--- config.mk ---
export PLATFORM = sky130hd
export DESIGN_NAME = tone_sequencer
export DESIGN_NICKNAME = d
export VERILOG_FILES = /design/src/rtl/tone_pkg.sv /design/src/rtl/step_table.sv /design/src/rtl/tone_sequencer.sv
export SDC_FILE = /design/constraint.sdc
export NUM_CORES = 1
export LEC_CHECK = 0
export BUFFER_PORTS_ARGS = -buffer_cell sky130_fd_sc_hd__buf_2
export CAP_MARGIN = 20
export CORE_MARGIN = 1.5
export CORE_UTILIZATION = 50
export DETAILED_ROUTE_END_ITERATION = 8
export PLACE_DENSITY = 0.75
export SLEW_MARGIN = 20
export SYNTH_ARGS = -nofsm -noshare
export SYNTH_HDL_FRONTEND = slang
export SYNTH_SLANG_ARGS = --single-unit
--- constraint.sdc ---
create_clock -name clk -period 1.8 [get_ports clk]
set_input_delay 0.09 -clock clk [delete_from_list [all_inputs] [get_ports clk]]
set_output_delay 0.09 -clock clk [all_outputs]
set_load 0.02 [all_outputs]
--- src/rtl/tone_pkg.sv ---
// Shared sizes, step-record layout and state encoding for the tone sequencer.
package tone_pkg;

  localparam int unsigned STEPS = 8;
  localparam int unsigned DUR_W = 8;
  localparam int unsigned IDX_W = $clog2(STEPS);
  localparam int unsigned REC_W = 4 + DUR_W;

  // Step record layout: {hl, sw[2:0], dur[DUR_W-1:0]}
  localparam int unsigned HL_BIT  = REC_W - 1;
  localparam int unsigned SW_MSB  = REC_W - 2;
  localparam int unsigned SW_LSB  = DUR_W;
  localparam int unsigned DUR_MSB = DUR_W - 1;
  localparam int unsigned DUR_LSB = 0;

  typedef struct packed {
    logic             hl;
    logic [2:0]       sw;
    logic [DUR_W-1:0] dur;
  } step_rec_t;

  typedef enum logic [1:0] {
    IDLE = 2'd0,
    LOAD = 2'd1,
    RUN  = 2'd2,
    DONE = 2'd3
  } state_t;

endpackage

--- src/rtl/step_table.sv ---
// Tone step table: synchronous write port, asynchronous read port.
module step_table
  import tone_pkg::*;
(
  input  logic             clk,
  input  logic             wr_en,
  input  logic [IDX_W-1:0] wr_addr,
  input  logic [REC_W-1:0] wr_data,
  input  logic [IDX_W-1:0] rd_addr,
  output logic [REC_W-1:0] rd_data_c
);

  logic [REC_W-1:0] mem [STEPS];

  // Storage is not reset; software programs it before playback.
  always_ff @(posedge clk) begin
    if (wr_en) mem[wr_addr] <= wr_data;
  end

  assign rd_data_c = mem[rd_addr];

endmodule

--- src/rtl/tone_sequencer.sv ---
// Steps the frequency divider through a programmed tone list and makes the square wave.
module tone_sequencer
  import tone_pkg::*;
(
  input  logic             clk,
  input  logic             rst,
  input  logic             wr_en,
  input  logic [IDX_W-1:0] wr_addr,
  input  logic [REC_W-1:0] wr_data,
  input  logic [IDX_W-1:0] last_idx,
  input  logic             loop,
  input  logic             start,
  input  logic             stop,
  input  logic             div_co,
  output logic             div_init,
  output logic             div_hl,
  output logic [2:0]       div_sw,
  output logic             tone_out,
  output logic             busy,
  output logic             done,
  output logic [IDX_W-1:0] step_idx
);

  state_t           state_q, state_d;
  logic [DUR_W-1:0] dur_q, dur_d;
  logic [IDX_W-1:0] idx_d;
  logic             hl_d, init_d, tone_d, busy_d, done_d;
  logic [2:0]       sw_d;
  logic [REC_W-1:0] rd_data_c;
  step_rec_t        rec;

  step_table u_table (
    .clk      (clk),
    .wr_en    (wr_en),
    .wr_addr  (wr_addr),
    .wr_data  (wr_data),
    .rd_addr  (step_idx),
    .rd_data_c(rd_data_c)
  );

  assign rec = '{hl:  rd_data_c[HL_BIT],
                 sw:  rd_data_c[SW_MSB:SW_LSB],
                 dur: rd_data_c[DUR_MSB:DUR_LSB]};

  // Next-state and next-output logic.
  always_comb begin
    state_d = state_q;
    idx_d   = step_idx;
    dur_d   = dur_q;
    hl_d    = div_hl;
    sw_d    = div_sw;
    tone_d  = tone_out;
    init_d  = 1'b1;
    case (state_q)
      IDLE: begin
        tone_d = 1'b0;
        if (start && !stop) begin
          state_d = LOAD;
          idx_d   = '0;
        end
      end
      LOAD: begin
        if (stop) begin
          state_d = IDLE;
          tone_d  = 1'b0;
          idx_d   = '0;
        end else begin
          hl_d    = rec.hl;
          sw_d    = rec.sw;
          dur_d   = rec.dur;
          state_d = RUN;
        end
      end
      RUN: begin
        if (stop) begin
          state_d = IDLE;
          tone_d  = 1'b0;
          idx_d   = '0;
        end else if (!div_co) begin
          init_d = 1'b0;
        end else begin
          tone_d = ~tone_out;
          if (dur_q != DUR_W'(1)) begin
            // dur of zero wraps here, giving 2^DUR_W pulses
            dur_d  = dur_q - DUR_W'(1);
            init_d = 1'b0;
          end else if (step_idx != last_idx) begin
            idx_d   = step_idx + IDX_W'(1);
            state_d = LOAD;
          end else if (loop) begin
            idx_d   = '0;
            state_d = LOAD;
          end else begin
            tone_d  = 1'b0;
            state_d = DONE;
          end
        end
      end
      DONE: begin
        tone_d  = 1'b0;
        state_d = IDLE;
      end
      default: begin
        state_d = IDLE;
        tone_d  = 1'b0;
      end
    endcase
    busy_d = (state_d == LOAD) || (state_d == RUN);
    done_d = (state_d == DONE);
  end

  // State and registered outputs.
  always_ff @(posedge clk or negedge rst) begin
    if (!rst) begin
      state_q  <= IDLE;
      step_idx <= '0;
      dur_q    <= '0;
      div_init <= 1'b1;
      div_hl   <= 1'b0;
      div_sw   <= 3'd0;
      tone_out <= 1'b0;
      busy     <= 1'b0;
      done     <= 1'b0;
    end else begin
      state_q  <= state_d;
      step_idx <= idx_d;
      dur_q    <= dur_d;
      div_init <= init_d;
      div_hl   <= hl_d;
      div_sw   <= sw_d;
      tone_out <= tone_d;
      busy     <= busy_d;
      done     <= done_d;
    end
  end

endmodule

==> reports/results.ini <==
[synth]
mappedNetlistNets=319
synth_top_area_cell=sky130_fd_sc_hd__edfxtp_1
synth_cell_types=48
mappedNetlistArea_sq_um=4850
syn_area_per_cell_sq_um=16.7
total_of_flip_flops_plus_latches_after_synthesis=117
async_flop_share_pct=17.9
synth_enable_flop_cells=96
yosys_warnings=0
top_area_cell_type_share_of_the_netlist_area_pct=59.5
synth_sequential_area_ratio_pct=70.3
synth_cells=290
synth_area_leaders=sky130_fd_sc_hd__edfxtp_1 59%, sky130_fd_sc_hd__dfrtp_1 10%, sky130_fd_sc_hd__mux4_2 10%
synth-main-ff-cell=sky130_fd_sc_hd__edfxtp_1

[drt]
route.top_layer_used=met4
m1WireLength_microns=4160
routedWlPerCell_microns=19.0
route.detailed.drc=0
firstDrtPassIters=5
postRouteAntennaNets=0
routed-wl-met2_microns=5030
met3_wirelength_microns=560
route.vias.total=2885
vias_per_cell=5.56
detail_route.iter0.violations=166
finalWirelength_microns=9880

[clock_network]
clock_pin_slew_worst_setup_and_hold_paths_ns=0.06
clock_insertion_delay_worst_skew_ns=0.50
h-tree-depth=4
cts_tree=built
cts_root_buffer=sky130_fd_sc_hd__clkbuf_8
tritoncts_buffers=17
cts_num_sinks=117
cts-root-to-sink-buffers=2

[global_route]
grt_max_degree=22
grt_pass1_vias=2973
grt_pass1_wl_microns=15300
grt_remaining_overflow=0
global_route.usage.total_pct=20.8
grt_antenna_before_repair=0

[worst_setup_path]
crit_path_start_kind=flop
cp_cell_sequence=buf_4, buf_4, mux4_2, mux2i_1, a221oi_1
setup.worst_path.end_class=flop
critical_path.startpoint=step_idx[0]
critical_path_buf_inv_count=2
regToRegStartpoint=step_idx[0]
worst_path_largest_cell_delay_ns=0.51
critical_path_required_ns=2.16
crit_end=dur_q[3]
slowest_cell_on_the_critical_path=sky130_fd_sc_hd__mux4_2
rrSetupSlack_ns=0.05
worst-r2r-cell-count=5
worst_path_dominant_cell_family=multiplexers
reg2reg_to=dur_q[3]
critPathArrivalTime_ns=2.11
cp.depth=5
worstSetupPathType=reg -> reg
critical_path.most_common_cell=sky130_fd_sc_hd__buf_4
crit_fanout=5

[floorplan]
die_boundary_width_microns=101
initial_utilization_pct=52.0
fp-row-count=35
design.core.area_sq_um=9330
die_h_microns=101
floorplan.die_area_sq_um=10300
ioPinCount=36

[final_layout]
areaGrowthSynthToFinish_pct=28.9
fin_util_pct=67.0
drive_above_1_share_pct=36.2
layout.cells.most_common_list=96 x sky130_fd_sc_hd__edfxtp_1, 35 x sky130_fd_sc_hd__buf_2, 27 x sky130_fd_sc_hd__buf_4
layout.cells.most_common=sky130_fd_sc_hd__edfxtp_1
diodes=0
num-nets-final=406
layoutNonFillerInstCount=519

[timing]
fmaxAchievable_mhz=570
timing_max_transition_violations_final=0
worst_slew_pin_slew_ns=0.551
worst_slew_margin_rel_pct=63.3
min_period_over_period_pct=97.4
grt_setup_unrepaired=true
timing.final.ws_setup_ns=0.0459
skew_ns=0.0108
report.final.hold_viol_count=0
setup_violators_final=0
totalNegativeSetupSlack_ns=0
post_layout_min_period_ns=1.75

[worst_hold_path]
hold_class=in -> reg
worst_min_path_start=start

[place]
detailedPlace.worstSlack_ns=0.0339
dp.cells=467
hpwlAfterDp_microns=6280
globalplace.congestion=0.858
port-buffer-count=35

[power]
seqPwrFrac_pct=42.8
p_leak_nw=2.28
combPwrFrac_pct=10.3
ir_worst_vdd_v=0.000911
total_switching_power_w=0.00173
power_total_w=0.00764
swShare_pct=22.7
power_report.internal_total_w=0.00591
cellPowerDensity_nw_per_um2=1220
clockPowerShare_pct=46.9

[run_status]
run_status=completed

[job]
max_cap_viol_count=0

[worst min path at each step]
stage	end	cells after the start
6_report	state_q[0]	4
2_1_floorplan	busy	0
3_5_place_dp	state_q[0]	1
3_3_place_gp	state_q[0]	1
5_1_grt	state_q[1]	5
4_1_cts	state_q[0]	4
[power groups by stage]
stage	Combinational (W)	Sequential [W]	Clock, W
2_1_floorplan	0.000406	0.00332	0
3_3_place_gp	0.000682	0.00330	0
3_5_place_dp	0.000700	0.00330	0
4_1_cts	0.000733	0.00326	0.00363
5_1_grt	0.000863	0.00329	0.00375
6_report	0.000786	0.00327	0.00359
[layer usage]
layer | GRT usage (%) | up-vias
li1 | - | 1325
met1 | 27.0 | 1441
met2 | 34.0 | 104
met3 | 5.24 | 15
met4 | 8.23 | 0
met5 | 0 | -
[cells by family after synthesis]
group / Yosys count / share of synthesized area [%]
adders and majority gates: 4 / 1.03
xor gates and xnor gates: 4 / 0.723
muxes: 31 / 12.1
buffers and inverters: 17 / 1.91
DFF: 117 / 70.3
AOI/OAI and AO/OA: 39 / 5.57
and+or+nand+nor: 78 / 8.34
[registers in the layout (all words and copies together), names as in the netlist]
name and cells:
busy 1, div_hl 1, div_init 1, div_sw 3, done 1, dur_q 8
state_q 2, step_idx 3, tone_out 1, u_table.mem 96
[per-stage QoR]
stage | hold slack, ns | cell area [sq um]
floorplan | -0.206 | 4860
global placement | 0.0952 | 5360
detailed placement | 0.106 | 5360
CTS | 0.0510 | 6150
global route | 0.104 | 6250
finish | 0.0800 | 6250
[synth_stat cells (all sizes together) (3+ instances only)]
cell type and count:
buf 11, dfrtp 20, ha 4, o21ai 13, a21oi 3, nor2 15, nand2b 6, nand3 5
inv 4, a211oi 3, nor2b 7, edfxtp 96, mux2i 8, nor3 11, a31oi 7, nor4 3
mux4 22, xor2 4, nand2 22
[cell type report]
| cell class | instances | area [sq um] |
|---|---|---|
| Sequential cell | 117 | 3410 |
| Multi-Input combinational cell | 156 | 1410 |
| Clock inverter | 14 | 224 |
| Inverter | 4 | 15.0 |
| Fill cell | 624 | 3080 |
| Clock buffer | 18 | 418 |
| Timing Repair Buffer | 81 | 608 |
| Tap cell | 129 | 161 |
[worst reg2reg max path, delay by kind of cell, from the launching register on]
kind	cells	cell delay, ns
compound gates	1	0.12
mux	2	0.73
flops	1	0.40
buf+inv	2	0.36
[what timing repair did]
action                                 4_1_cts  5_1_grt
hold buffers                                15        0
endpoints found under the hold margin      121        0
buffers inserted                             0        5
setup endpoints to repair                    0        9
gates resized for setup                      0       13
Note: power is estimated with default switching activity, not from simulation.
